**src/rtl/cpu_ctrl32_pkg.sv**
```systemverilog
`default_nettype none
// ============================================================================
// Module      : cpu_ctrl32_pkg
// Description : Shared constants for the RV32I multi-cycle control sequencer.
//               Holds the opcode constants for the ten instruction classes,
//               the 3-bit state encodings, the wb_sel/pc_sel encodings and
//               the one-hot opcode class structure.
// Revision    : 1.0 - initial release
// ============================================================================
package cpu_ctrl32_pkg;

    // RV32I major opcodes (inst[6:0])
    localparam logic [6:0] c_OP_ALU_R  = 7'b0110011;
    localparam logic [6:0] c_OP_ALU_I  = 7'b0010011;
    localparam logic [6:0] c_OP_LOAD   = 7'b0000011;
    localparam logic [6:0] c_OP_STORE  = 7'b0100011;
    localparam logic [6:0] c_OP_BRANCH = 7'b1100011;
    localparam logic [6:0] c_OP_JAL    = 7'b1101111;
    localparam logic [6:0] c_OP_JALR   = 7'b1100111;
    localparam logic [6:0] c_OP_LUI    = 7'b0110111;
    localparam logic [6:0] c_OP_AUIPC  = 7'b0010111;
    localparam logic [6:0] c_OP_ENV    = 7'b1110011;

    // Sequencer state encodings
    localparam logic [2:0] c_ST_FETCH  = 3'd0;
    localparam logic [2:0] c_ST_DECODE = 3'd1;
    localparam logic [2:0] c_ST_EXEC   = 3'd2;
    localparam logic [2:0] c_ST_MEM    = 3'd3;
    localparam logic [2:0] c_ST_WB     = 3'd4;
    localparam logic [2:0] c_ST_HALT   = 3'd5;
    localparam logic [2:0] c_ST_ERR    = 3'd6;

    typedef enum logic [2:0] {
        ST_FETCH  = c_ST_FETCH,
        ST_DECODE = c_ST_DECODE,
        ST_EXEC   = c_ST_EXEC,
        ST_MEM    = c_ST_MEM,
        ST_WB     = c_ST_WB,
        ST_HALT   = c_ST_HALT,
        ST_ERR    = c_ST_ERR
    } state_t;

    // Register-file write-back source
    localparam logic [1:0] c_WB_ALU = 2'd0;
    localparam logic [1:0] c_WB_MEM = 2'd1;
    localparam logic [1:0] c_WB_PC4 = 2'd2;

    // Next-PC source
    localparam logic [1:0] c_PC_PLUS4 = 2'd0;
    localparam logic [1:0] c_PC_IMM   = 2'd1;
    localparam logic [1:0] c_PC_ALU   = 2'd2;

    // One-hot opcode class
    typedef struct packed {
        logic alu_r;
        logic alu_i;
        logic load;
        logic store;
        logic branch;
        logic jal;
        logic jalr;
        logic lui;
        logic auipc;
        logic env;
    } opclass_t;

endpackage
`default_nettype wire

```
**src/rtl/ctrl_opclass32.sv**
```systemverilog
`default_nettype none
// ============================================================================
// Module      : ctrl_opclass32
// Description : Combinational RV32I opcode classifier.
//               opcode  : in  7  raw inst[6:0]
//               opclass : out    one-hot class (all zero when illegal)
//               illegal : out 1  opcode matches none of the ten classes
// Revision    : 1.0 - initial release
// ============================================================================
module ctrl_opclass32
    import cpu_ctrl32_pkg::*;
(
    input  logic [6:0] opcode,
    output opclass_t   opclass,
    output logic       illegal
);

    always_comb begin
        opclass = '0;
        case (opcode)
            c_OP_ALU_R:  opclass.alu_r  = 1'b1;
            c_OP_ALU_I:  opclass.alu_i  = 1'b1;
            c_OP_LOAD:   opclass.load   = 1'b1;
            c_OP_STORE:  opclass.store  = 1'b1;
            c_OP_BRANCH: opclass.branch = 1'b1;
            c_OP_JAL:    opclass.jal    = 1'b1;
            c_OP_JALR:   opclass.jalr   = 1'b1;
            c_OP_LUI:    opclass.lui    = 1'b1;
            c_OP_AUIPC:  opclass.auipc  = 1'b1;
            c_OP_ENV:    opclass.env    = 1'b1;
            default:     opclass        = '0;
        endcase
        illegal = ~|opclass;
    end

endmodule
`default_nettype wire

```
**src/rtl/cpu_ctrl32.sv**
```systemverilog
`default_nettype none
// ============================================================================
// Module      : cpu_ctrl32
// Description : Multi-cycle RV32I control sequencer
//               (FETCH/DECODE/EXEC/MEM/WB, plus sticky HALT and ERR).
//               Ports:
//                 clk, rst                   clock / sync active-high reset
//                 opcode, branch_taken       from decode unit / ALU
//                 ifu_req/ifu_ack, ir_we     instruction fetch handshake
//                 lsu_req/lsu_we/lsu_ack     data memory handshake
//                 rf_we, wb_sel              register-file write control
//                 pc_we, pc_sel              PC update control
//                 halt, err                  sticky status
//                 instret                    retired instruction count
//                 state                      current state (debug)
// Revision    : 1.0 - initial release
// ============================================================================
module cpu_ctrl32
    import cpu_ctrl32_pkg::*;
#(
    parameter int WIDTH       = 32,
    parameter int ACK_TIMEOUT = 255
) (
    input  logic             clk,
    input  logic             rst,
    input  logic [6:0]       opcode,
    input  logic             branch_taken,
    output logic             ifu_req,
    input  logic             ifu_ack,
    output logic             ir_we,
    output logic             lsu_req,
    output logic             lsu_we,
    input  logic             lsu_ack,
    output logic             rf_we,
    output logic [1:0]       wb_sel,
    output logic             pc_we,
    output logic [1:0]       pc_sel,
    output logic             halt,
    output logic             err,
    output logic [WIDTH-1:0] instret,
    output logic [2:0]       state
);

    // Counter only needs to reach ACK_TIMEOUT-1
    localparam int              c_TO_W    = (ACK_TIMEOUT > 1) ? $clog2(ACK_TIMEOUT) : 1;
    localparam logic [c_TO_W-1:0] c_TO_LAST = c_TO_W'(ACK_TIMEOUT - 1);

    state_t             r_state;
    logic [c_TO_W-1:0]  r_to_cnt;
    logic [WIDTH-1:0]   r_instret;
    logic               r_halt;
    logic               r_err;

    opclass_t           w_cls;
    logic               w_illegal;
    logic               w_to_last;
    logic               w_to_wb;

    ctrl_opclass32 u_opclass (
        .opcode  (opcode),
        .opclass (w_cls),
        .illegal (w_illegal)
    );

    assign w_to_last = (r_to_cnt == c_TO_LAST);
    // Classes that skip the memory phase and go straight to write-back
    assign w_to_wb   = w_cls.alu_r | w_cls.alu_i | w_cls.branch | w_cls.jal |
                       w_cls.jalr  | w_cls.lui   | w_cls.auipc;

    // Strobes: decoded from state, with ir_we and store retirement qualified
    // by the ack of the current cycle. Reset kills every strobe at once.
    always_comb begin
        ifu_req = 1'b0;
        ir_we   = 1'b0;
        lsu_req = 1'b0;
        lsu_we  = 1'b0;
        rf_we   = 1'b0;
        wb_sel  = c_WB_ALU;
        pc_we   = 1'b0;
        pc_sel  = c_PC_PLUS4;
        if (!rst) begin
            case (r_state)
                ST_FETCH: begin
                    ifu_req = 1'b1;
                    ir_we   = ifu_ack;
                end
                ST_MEM: begin
                    lsu_req = 1'b1;
                    lsu_we  = w_cls.store;
                    pc_we   = lsu_ack & w_cls.store;
                end
                ST_WB: begin
                    pc_we = 1'b1;
                    rf_we = ~w_cls.branch;
                    if (w_cls.load)
                        wb_sel = c_WB_MEM;
                    else if (w_cls.jal | w_cls.jalr)
                        wb_sel = c_WB_PC4;
                    if (w_cls.jalr)
                        pc_sel = c_PC_ALU;
                    else if (w_cls.jal | (w_cls.branch & branch_taken))
                        pc_sel = c_PC_IMM;
                end
                default: ;
            endcase
        end
    end

    always_ff @(posedge clk) begin
        if (rst) begin
            r_state   <= ST_FETCH;
            r_to_cnt  <= '0;
            r_instret <= '0;
            r_halt    <= 1'b0;
            r_err     <= 1'b0;
        end else begin
            // pc_we marks every retirement (WB, or store ack in MEM)
            if (pc_we)
                r_instret <= r_instret + 1'b1;
            case (r_state)
                ST_FETCH: begin
                    if (ifu_ack) begin
                        r_state <= ST_DECODE;
                    end else if (w_to_last) begin
                        r_state <= ST_ERR;
                        r_err   <= 1'b1;
                    end else begin
                        r_to_cnt <= r_to_cnt + 1'b1;
                    end
                end
                ST_DECODE: begin
                    if (w_cls.env) begin
                        r_state <= ST_HALT;
                        r_halt  <= 1'b1;
                    end else if (w_illegal) begin
                        r_state <= ST_ERR;
                        r_err   <= 1'b1;
                    end else begin
                        r_state <= ST_EXEC;
                    end
                end
                ST_EXEC: begin
                    if (w_cls.load | w_cls.store) begin
                        r_state  <= ST_MEM;
                        r_to_cnt <= '0;
                    end else if (w_to_wb) begin
                        r_state <= ST_WB;
                    end else begin
                        // opcode changed after DECODE: treat as illegal
                        r_state <= ST_ERR;
                        r_err   <= 1'b1;
                    end
                end
                ST_MEM: begin
                    if (lsu_ack) begin
                        if (w_cls.store) begin
                            r_state  <= ST_FETCH;
                            r_to_cnt <= '0;
                        end else begin
                            r_state <= ST_WB;
                        end
                    end else if (w_to_last) begin
                        r_state <= ST_ERR;
                        r_err   <= 1'b1;
                    end else begin
                        r_to_cnt <= r_to_cnt + 1'b1;
                    end
                end
                ST_WB: begin
                    r_state  <= ST_FETCH;
                    r_to_cnt <= '0;
                end
                ST_HALT: r_state <= ST_HALT;
                ST_ERR:  r_state <= ST_ERR;
                default: begin
                    r_state <= ST_ERR;
                    r_err   <= 1'b1;
                end
            endcase
        end
    end

    assign halt    = r_halt;
    assign err     = r_err;
    assign instret = r_instret;
    assign state   = r_state;

endmodule
`default_nettype wire

```
**config.mk**
```make
export PLATFORM = sky130hd
export DESIGN_NAME = cpu_ctrl32
export DESIGN_NICKNAME = d
export VERILOG_FILES = /design/src/rtl/cpu_ctrl32_pkg.sv /design/src/rtl/ctrl_opclass32.sv /design/src/rtl/cpu_ctrl32.sv
export SDC_FILE = /design/constraint.sdc
export NUM_CORES = 1
export LEC_CHECK = 0
export BUFFER_PORTS_ARGS = -buffer_cell sky130_fd_sc_hd__buf_2
export CELL_PAD_IN_SITES_DETAIL_PLACEMENT = 0
export CELL_PAD_IN_SITES_GLOBAL_PLACEMENT = 1
export CORE_ASPECT_RATIO = 2
export CORE_MARGIN = 2
export CORE_UTILIZATION = 39
export CTS_CLUSTER_DIAMETER = 50
export DETAILED_ROUTE_END_ITERATION = 8
export PLACE_DENSITY = 0.87
export SYNTH_ARGS = -nofsm -noshare
export SYNTH_HDL_FRONTEND = slang
export SYNTH_SLANG_ARGS = --single-unit
```
**constraint.sdc**
```tcl
create_clock -name clk -period 3.1 [get_ports clk]
set_input_delay 0.93 -clock clk [delete_from_list [all_inputs] [get_ports clk]]
set_output_delay 0.93 -clock clk [all_outputs]
set_load 0.02 [all_outputs]
```
==> results of run 1 <==
layer usage:
| metal | up-vias | track usage |
|---|---|---|
| met5 | - | 0 |
| met4 | 0 | 0.0958 |
| met3 | 16 | 0.0428 |
| met2 | 75 | 0.399 |
| met1 | 1303 | 0.212 |
| li1 | 1373 | - |
path summary, 6_finish.rpt:
kind,startpoint,end,slack (ns)
max reg2reg,state[2]$_SDFF_PP0_,instret[23]$_SDFFE_PP0P_,0.72
max,opcode[3],lsu_we,0.07
min reg2reg,err$_SDFFE_PP0P_,err$_SDFFE_PP0P_,0.47
min,err$_SDFFE_PP0P_,err$_SDFFE_PP0P_,0.47
worst max-delay path, cell delays in order:
cell and delay [ns]:
buf_2 0.12, nor4bb_4 0.34, buf_4 0.20, nand2_1 0.08, nor4_1 0.22, buf_2 0.21
through the flow:
stage                     utilization  cells  instance area (µm²)
after floorplan                     -    345                 2650
after global placement          0.468    488                 3100
after detailed placement        0.468    488                 3100
after CTS                       0.490    496                 3240
after global routing            0.491    496                 3250
final                           0.491    496                 3250
placed cells by master (no fill, tap or decap), drive strengths merged, types with 4 or more instances in the layout:
cell type  netlist  final
a31oi            4      4
nor2b            4      4
nor3             6      6
xnor2           20     20
nand3           18     18
or3              6      6
and4             6      6
buf              4     73
o21ai           16     16
dfxtp           45     45
nand2b           6      6
nand4            8      8
o22ai            4      4
nor2            44     44
and2             9      9
a211oi          10     10
nand2           33     33
a21oi           27     27
clkbuf          14      8
nor4             4      4
a2111oi          6      6
inv             11     11
sequential cells by signal (all words and copies together), names as in the netlist:
register / count
halt: 1
r_to_cnt: 8
err: 1
state: 3
instret: 32
kinds of logic (layout without fill, tap and decap cells):
logic type | count (synthesis) | in the layout | synth area share
AO/OA/AOI/OAI | 83 | 83 | 0.198
XOR/XNOR | 23 | 23 | 0.0760
adder cells (fa/ha/maj) | 3 | 3 | 0.0142
buffers and inverters | 29 | 92 | 0.0448
flip-flops | 45 | 45 | 0.340
multiplexers | 4 | 4 | 0.0160
AND/OR/NAND/NOR | 158 | 158 | 0.311
power by group:
group | internal [mW] | leakage, nW | total, mW | switching, mW
clock network | 0.300 | 0.0652 | 0.520 | 0.220
logic | 0.159 | 0.834 | 0.419 | 0.260
registers | 0.607 | 0.363 | 0.650 | 0.0429
total | 1.07 | 1.26 | 1.59 | 0.523
repair_timing:
item,CTS,global route
pin swaps,0,0
endpoints found under the setup margin,1,2
hold buffers,0,0
gates resized for setup,1,1
cloned,0,0
area by class of cell:
class / instances / area (µm²)
timing repair buffer: 73 / 415
inverter: 11 / 41.3
multi-input combinational: 271 / 1650
clock buffer: 8 / 136
sequential: 45 / 901
fill: 704 / 3370
tap: 88 / 110
==> impl_metrics.py, run 1 <==
metrics = {
    "outcome": {
        "status": "completed",
    },
    "setup_path": {
        "start_kind": "input pin",
        "required_ns": 2.17,
        "cp.arrival_ns": 2.10,
        "cp-end-kind": "primary output",
        "rr_worst_depth": 5,
        "crit_fanout": 7,
        "path_class": "in2out",
    },
    "timing": {
        "tns_ns": 0,
        "fin_skew_ns": 0.00451,
        "hold_violations": 0,
        "period_minus_slack_ns": 3.03,
        "worst_pin_slew_ns": 0.734,
        "fin_crit_sh": 0.978,
        "finalSetupViolations": 0,
        "drv_slew": 0,
        "fmax_mhz": 330,
        "slew_headroom": 0.509,
        "setup_ws_ns": 0.0697,
        "hold-worst-slack_ns": 0.468,
    },
    "cts": {
        "cts_setup_buffers": 0,
        "cts.root.buffer_cell": "clkbuf_16",
        "cts_made_buffers": 5,
        "cts_tree": "yes",
        "clk_path_buf_depth": 2,
        "clkLatencyLatePin_ns": 0.29,
        "clock_sinks": 45,
        "clk_pin_slew_ns": 0.06,
        "cts_max_level": 2,
    },
    "power_and_ir_drop": {
        "vdd_drop_max_mv": 0.345,
        "powerDensity_nw_per_um2": 489,
        "power_leakage_nw": 1.26,
        "total_power_mw": 1.59,
    },
    "floorplan": {
        "num_rows": 42,
        "die_area_um2": 7510,
        "io_pins": 59,
        "die_w_um": 62.3,
        "fp.dieH_um": 121,
        "core_um2": 6620,
        "initial_utilization": 0.400,
    },
    "logic_synthesis": {
        "synth_cell_types": 51,
        "syn_inst": 345,
        "synth_top_area_frac": 0.340,
        "ys_seq_area_frac": 0.340,
        "synth.most_common_cell": "dfxtp_1",
        "synth.largest_area_cell": "dfxtp_1",
        "ys_async_sr_fraction": 0,
        "yosysWarnings": 0,
        "syn_nets": 360,
        "ys_top_cells_by_area": "dfxtp_1 34%, xnor2_1 6.6%, nor2_1 6.2%",
        "synth_area_um2": 2650,
        "synth_area_per_cell_um2": 7.68,
        "netlist_top_cells_count": "45 x dfxtp_1, 44 x nor2_1, 33 x nand2_1",
        "ys.flop_type": "dfxtp_1",
        "synth-seq-cells": 45,
        "synth_edf_count": 0,
    },
    "detailed_routing": {
        "route.met3.wl_um": 287,
        "via_per_inst": 5.58,
        "wl_per_cell_um": 15.5,
        "routed_wl_um": 7670,
        "drc": 0,
        "firstDrtPassIters": 4,
        "routed.top_layer": "met4",
        "detail-route-antenna-nets": 0,
        "vias": 2767,
        "met1Wirelength_um": 2980,
        "wl_met2_um": 4180,
        "drt_iter0_drc": 120,
    },
    "global_routing": {
        "antenna_found_initial": 0,
        "grt_pass1_wl_um": 12500,
        "grt_max_degree": 55,
        "overflow": 0,
        "grt_pass1_vias": 2691,
        "grt.total_usage": 0.208,
    },
    "layout": {
        "drive_gt1_frac": 0.211,
        "diodes": 0,
        "area_growth_pct": 22.6,
        "nets": 422,
    },
    "placed_design": {
        "dpl_worst_slack_ns": -0.0341,
        "place.port_buffers": 58,
        "place_congestion": 0.965,
        "dp_hpwl_um": 5540,
    },
    "flow_run": {
        "cap_viol_max_count": 0,
    },
    "hold_path": {
        "hold_path_class": "reg2reg",
        "whs_path_depth": 2,
    },
}
Power figures use the tool's default switching activity.
==> run 2: changes to the inputs <==
--- a/config.mk
+++ b/config.mk
@@ -10,10 +10,11 @@
 export CELL_PAD_IN_SITES_GLOBAL_PLACEMENT = 1
 export CORE_ASPECT_RATIO = 2
 export CORE_MARGIN = 2
-export CORE_UTILIZATION = 39
+export CORE_UTILIZATION = 41
+export CTS_BUF_LIST = sky130_fd_sc_hd__clkbuf_8
 export CTS_CLUSTER_DIAMETER = 50
 export DETAILED_ROUTE_END_ITERATION = 8
-export PLACE_DENSITY = 0.87
+export PLACE_DENSITY = 0.91
 export SYNTH_ARGS = -nofsm -noshare
 export SYNTH_HDL_FRONTEND = slang
 export SYNTH_SLANG_ARGS = --single-unit
==> run 2 against run 1 <==
  * Register-to-register slack barely moved
  * Wire length fell by 3.0%
  * Cell count fell by 0.20%
  * Clock skew rose by 0.0066 ns
  * Fmax barely moved
  * Design area fell by 0.73%
  * Sequential share of layout area rose by 0.20 points
  * Critical path type unchanged
  * Clock power fell by 21%
  * Non-clock buffer count rose by 1
  * Global-route usage rose by 0.63 points
  * Setup slack barely moved
==> impl_metrics.py, run 2 (synthesized netlist as in run 1, its figures left out) <==
metrics = {
    "timing": {
        "hold-worst-slack_ns": 0.471,
        "rsz0062_at_grt": "no",
        "period_minus_slack_ns": 3.03,
        "setup_ws_ns": 0.0702,
        "finalSetupViolations": 0,
        "fin_skew_ns": 0.0111,
        "drv_slew": 0,
        "fmax_mhz": 330,
        "worst_pin_slew_ns": 0.705,
        "hold_violations": 0,
        "slew_headroom": 0.528,
        "fin_crit_sh": 0.977,
    },
    "power_and_ir_drop": {
        "clkPwrFrac": 0.276,
        "powerDensity_nw_per_um2": 458,
        "vdd_drop_max_mv": 0.317,
        "power_leakage_nw": 1.26,
        "sw_frac_of_total": 0.345,
        "p_switching_mw": 0.510,
        "combPwrFrac": 0.287,
        "seqPwrFrac": 0.436,
        "p_int_mw": 0.968,
        "total_power_mw": 1.48,
    },
    "global_routing": {
        "grt_pass1_wl_um": 11900,
        "antenna_found_initial": 0,
        "grt_max_degree": 55,
        "grt.total_usage": 0.215,
        "overflow": 0,
        "grt_pass1_vias": 2607,
    },
    "setup_path": {
        "r2r_end": "instret[23]$_SDFFE_PP0P_",
        "rr_worst_depth": 5,
        "required_ns": 2.17,
        "rrSetupSlack_ns": 0.73,
        "cp-end-kind": "primary output",
        "path_class": "in2out",
        "crit_fanout": 7,
        "start_kind": "input pin",
        "cp.arrival_ns": 2.10,
        "regToRegStartpoint": "state[2]$_SDFF_PP0_",
    },
    "layout": {
        "largest_register_ffs": 32,
        "area_growth_pct": 21.7,
        "drive_gt1_frac": 0.222,
        "final_common_cell": "buf_2",
        "nets": 423,
        "postLayoutCoreUtil": 0.516,
        "design_area_um2": 3230,
        "final_cell_mix": "58 x buf_2, 45 x dfxtp_1, 44 x nor2_1, 33 x nand2_1, 27 x a21oi_1",
        "diodes": 0,
    },
    "floorplan": {
        "num_rows": 41,
        "initial_utilization": 0.424,
        "io_pins": 59,
        "die_area_um2": 7160,
        "die_w_um": 60.9,
        "fp.dieH_um": 118,
        "core_um2": 6260,
    },
    "cts": {
        "clk_path_buf_depth": 2,
        "clock_sinks": 45,
        "cts_max_level": 2,
        "cts_made_buffers": 5,
        "cts_hold_buf": 0,
        "cts.root.buffer_cell": "clkbuf_8",
        "cts_tree": "yes",
        "clkLatencyLatePin_ns": 0.31,
        "clk_pin_slew_ns": 0.09,
    },
    "detailed_routing": {
        "drt_iter0_drc": 89,
        "detail-route-antenna-nets": 0,
        "wl_per_cell_um": 15.0,
        "routed_wl_um": 7440,
        "firstDrtPassIters": 4,
        "vias": 2790,
        "drc": 0,
        "via_per_inst": 5.64,
    },
    "hold_path": {
        "min_from": "err$_SDFFE_PP0P_",
        "hold_path_class": "reg2reg",
        "whs_path_depth": 2,
        "whs_endpoint": "err$_SDFFE_PP0P_",
    },
    "flow_run": {
        "cap_viol_max_count": 0,
    },
    "placed_design": {
        "dpl_worst_slack_ns": -0.0309,
        "place_area_um2": 3100,
        "place.port_buffers": 58,
        "dp_hpwl_um": 5450,
        "place_congestion": 1.01,
    },
    "outcome": {
        "status": "completed",
    },
}
run 2: worst max path at each step:
| stage | cells past startpoint | slack, ns | start | to |
|---|---|---|---|---|
| 5_1_grt | 6 | 0.02 | opcode[3] | lsu_we |
| 3_5_place_dp | 6 | -0.03 | opcode[3] | lsu_we |
| 3_3_place_gp | 6 | -0.03 | opcode[3] | lsu_we |
| 4_1_cts | 6 | 0.04 | opcode[3] | lsu_we |
| 6_report | 6 | 0.07 | opcode[3] | lsu_we |
| 2_1_floorplan | 6 | 0.01 | opcode[3] | pc_we |
run 2: worst max-delay path, stage by stage:
cell,delay (ns)
buf_2,0.12
nor4bb_4,0.32
buf_4,0.20
nand2_1,0.09
nor4_1,0.23
buf_2,0.21
run 2: per-layer routing:
metal | wire length, µm | global-route usage
met5 | 0 | 0
met4 | 244 | 0.0992
met3 | 297 | 0.0385
met2 | 4030 | 0.378
met1 | 2870 | 0.234
run 2: metrics by stage:
stage / setup TNS [ns] / cells
2_1_floorplan: 0 / 345
3_5_place_dp: -0.0309 / 487
6_report: 0 / 495
5_1_grt: 0 / 495
4_1_cts: 0 / 495
3_3_place_gp: -0.0331 / 487
run 2: power groups by stage:
stage | clock network, mW | registers (mW) | logic (mW)
after floorplan | 0 | 0.672 | 0.255
after global placement | 0 | 0.658 | 0.413
after detailed placement | 0 | 0.658 | 0.416
after CTS | 0.427 | 0.645 | 0.419
after global routing | 0.441 | 0.649 | 0.466
final | 0.409 | 0.645 | 0.425
run 2: layout make-up:
| class | instances | area (µm²) |
|---|---|---|
| clock buffers | 7 | 96.3 |
| clock inverters | 1 | 5.00 |
| fillers | 676 | 3030 |
| inverters | 11 | 41.3 |
| multi-input cells | 271 | 1650 |
| flip-flops and latches | 45 | 901 |
| well taps | 86 | 108 |
| repair buffers | 74 | 423 |
run 2: what timing repair did:
| action | 4_1_cts | 5_1_grt |
|---|---|---|
| gates resized for setup | 1 | 2 |
| setup endpoints to repair | 1 | 2 |
| setup buffers | 0 | 0 |
==> run 3: changes to the inputs <==
--- a/config.mk
+++ b/config.mk
@@ -14,7 +14,9 @@
 export CTS_BUF_LIST = sky130_fd_sc_hd__clkbuf_8
 export CTS_CLUSTER_DIAMETER = 50
 export DETAILED_ROUTE_END_ITERATION = 8
+export MAX_ROUTING_LAYER = met4
 export PLACE_DENSITY = 0.91
+export SLEW_MARGIN = 20
 export SYNTH_ARGS = -nofsm -noshare
 export SYNTH_HDL_FRONTEND = slang
 export SYNTH_SLANG_ARGS = --single-unit
==> run 3 against run 2 <==
  * Non-clock buffer count shrank 1
  * Utilization increased by 0.30 points
  * Fmax decreased by 1.2%
==> impl_metrics.py, run 3 (synthesized netlist as in run 1, its figures left out) <==
metrics = {
    "global_routing": {
        "met2_usage": 0.399,
        "grt_max_degree": 55,
        "grt_pass1_vias": 2572,
        "antenna_found_initial": 0,
        "grt_pass1_wl_um": 12100,
        "use_met1": 0.237,
        "use_met3": 0.0363,
        "grt_busiest_layer": "met2",
        "overflow": 0,
        "grt.total_usage": 0.227,
    },
    "timing": {
        "fin_crit_sh": 0.989,
        "period_minus_slack_ns": 3.07,
        "worst_pin_slew_ns": 0.663,
        "hold_violations": 0,
        "hold-worst-slack_ns": 0.471,
        "fin_skew_ns": 0.00775,
        "fmax_mhz": 326,
        "slew_headroom": 0.547,
        "finalSetupViolations": 0,
        "drv_slew": 0,
        "tns_ns": 0,
    },
    "detailed_routing": {
        "via_per_inst": 5.55,
        "wl_per_cell_um": 15.4,
        "drc": 0,
        "vias": 2742,
        "firstDrtPassIters": 5,
        "detail-route-antenna-nets": 0,
        "routed_wl_um": 7620,
        "drt_iter0_drc": 143,
    },
    "layout": {
        "largest_register_ffs": 32,
        "nFillCells": 680,
        "fin_cells": 494,
        "final_cell_mix": "58 x buf_2, 45 x dfxtp_1, 44 x nor2_1, 33 x nand2_1, 27 x a21oi_1",
        "diodes": 0,
        "seq_area_um2": 901,
        "final_common_cell": "buf_2",
        "drive_gt1_frac": 0.218,
        "multiInputGateArea_um2": 1650,
        "nets": 422,
        "area_growth_pct": 22.4,
    },
    "power_and_ir_drop": {
        "power_leakage_nw": 1.27,
        "vdd_drop_max_mv": 0.347,
        "p_int_mw": 1.09,
        "clkPwrFrac": 0.333,
        "combPwrFrac": 0.264,
        "seqPwrFrac": 0.402,
        "sw_frac_of_total": 0.323,
        "p_switching_mw": 0.518,
        "powerDensity_nw_per_um2": 494,
        "total_power_mw": 1.60,
    },
    "placed_design": {
        "dp_hpwl_um": 5540,
        "place.port_buffers": 58,
        "place_congestion": 1.06,
        "dp.cells": 486,
    },
    "cts": {
        "cts.root.buffer_cell": "clkbuf_8",
        "cts_max_level": 2,
        "cts_hold_buf": 0,
        "cts_made_buffers": 5,
        "clkLatencyLatePin_ns": 0.31,
        "clk_pin_slew_ns": 0.09,
        "clock_sinks": 45,
        "clk_path_buf_depth": 2,
        "cts_tree": "yes",
    },
    "floorplan": {
        "fp.dieH_um": 118,
        "die_area_um2": 7160,
        "initial_utilization": 0.424,
        "die_w_um": 60.9,
        "core_um2": 6260,
        "num_rows": 41,
        "io_pins": 59,
    },
    "setup_path": {
        "crit_path_top_delay_cell": "nor4bb_4",
        "startpoint": "opcode[3]",
        "regToRegStartpoint": "instret[6]$_SDFFE_PP0P_",
        "start_kind": "input pin",
        "crit_top_cell": "buf_2",
        "crit_end": "lsu_we",
        "r2r_end": "instret[31]$_SDFFE_PP0P_",
        "path_class": "in2out",
        "cpPeakStageDelay_ns": 0.34,
        "rr_worst_depth": 5,
        "rrSetupSlack_ns": 0.75,
        "crit_fanout": 7,
        "cp-end-kind": "primary output",
        "crit_chain": "buf_2 > nor4bb_4 > buf_4 > nand2_1 > nor4_1 > buf_2",
        "required_ns": 2.17,
        "cp.arrival_ns": 2.14,
    },
    "flow_run": {
        "cap_viol_max_count": 0,
    },
    "outcome": {
        "status": "completed",
    },
    "hold_path": {
        "hold_path_class": "reg2reg",
    },
}
run 3: final cells by class:
type,instances,area share
timing repair buffer,73,0.128
multi-input combinational,271,0.507
inverter,11,0.0127
clock inverter,3,0.0200
clock buffer,5,0.0212
sequential,45,0.278
tap,86,0.0332
run 3: what timing repair did:
action | CTS | global route
endpoints found under the hold margin | 0 | 0
cloned | 0 | 0
endpoints found under the setup margin | 1 | 1
resized for setup | 1 | 1
setup buffers | 0 | 0
run 3: critical path, delay by kind of cell:
kind          cells  cell delay, ns
buf+inv           3            0.54
simple gates      3            0.66
run 3: worst min path at each step:
stage	startpoint	endpoint	slack (ns)	cells after the start
after floorplan	r_to_cnt[7]$_SDFFE_PP0P_	r_to_cnt[7]$_SDFFE_PP0P_	0.46	2
after global placement	halt$_SDFFE_PP0P_	halt$_SDFFE_PP0P_	0.45	2
after detailed placement	halt$_SDFFE_PP0P_	halt$_SDFFE_PP0P_	0.45	2
after CTS	err$_SDFFE_PP0P_	err$_SDFFE_PP0P_	0.47	2
after global routing	halt$_SDFFE_PP0P_	halt$_SDFFE_PP0P_	0.52	2
final	halt$_SDFFE_PP0P_	halt$_SDFFE_PP0P_	0.47	2
run 3: power by group through the flow:
stage	Sequential, mW	Combinational [mW]	Clock, mW
after floorplan	0.672	0.255	0
after global placement	0.659	0.416	0
after detailed placement	0.660	0.416	0
after CTS	0.646	0.419	0.546
after global routing	0.651	0.468	0.562
final	0.645	0.424	0.534
run 3: per-layer routing:
metal  wire length (µm)  share of wire  vias to the layer above
met2               4260           0.56                       83
met5                  0              0                        -
met3                309          0.041                       17
met4                223          0.029                        0
li1                   -              -                     1366
met1               2820           0.37                     1276
run 3: through the flow:
step	util	area, µm²	setup WS, ns
2_1_floorplan	-	2650	0.0108
3_3_place_gp	0.495	3100	-0.0196
3_5_place_dp	0.495	3100	-0.0208
4_1_cts	0.517	3240	0.0381
5_1_grt	0.519	3250	-0.00985
6_report	0.519	3250	0.0348
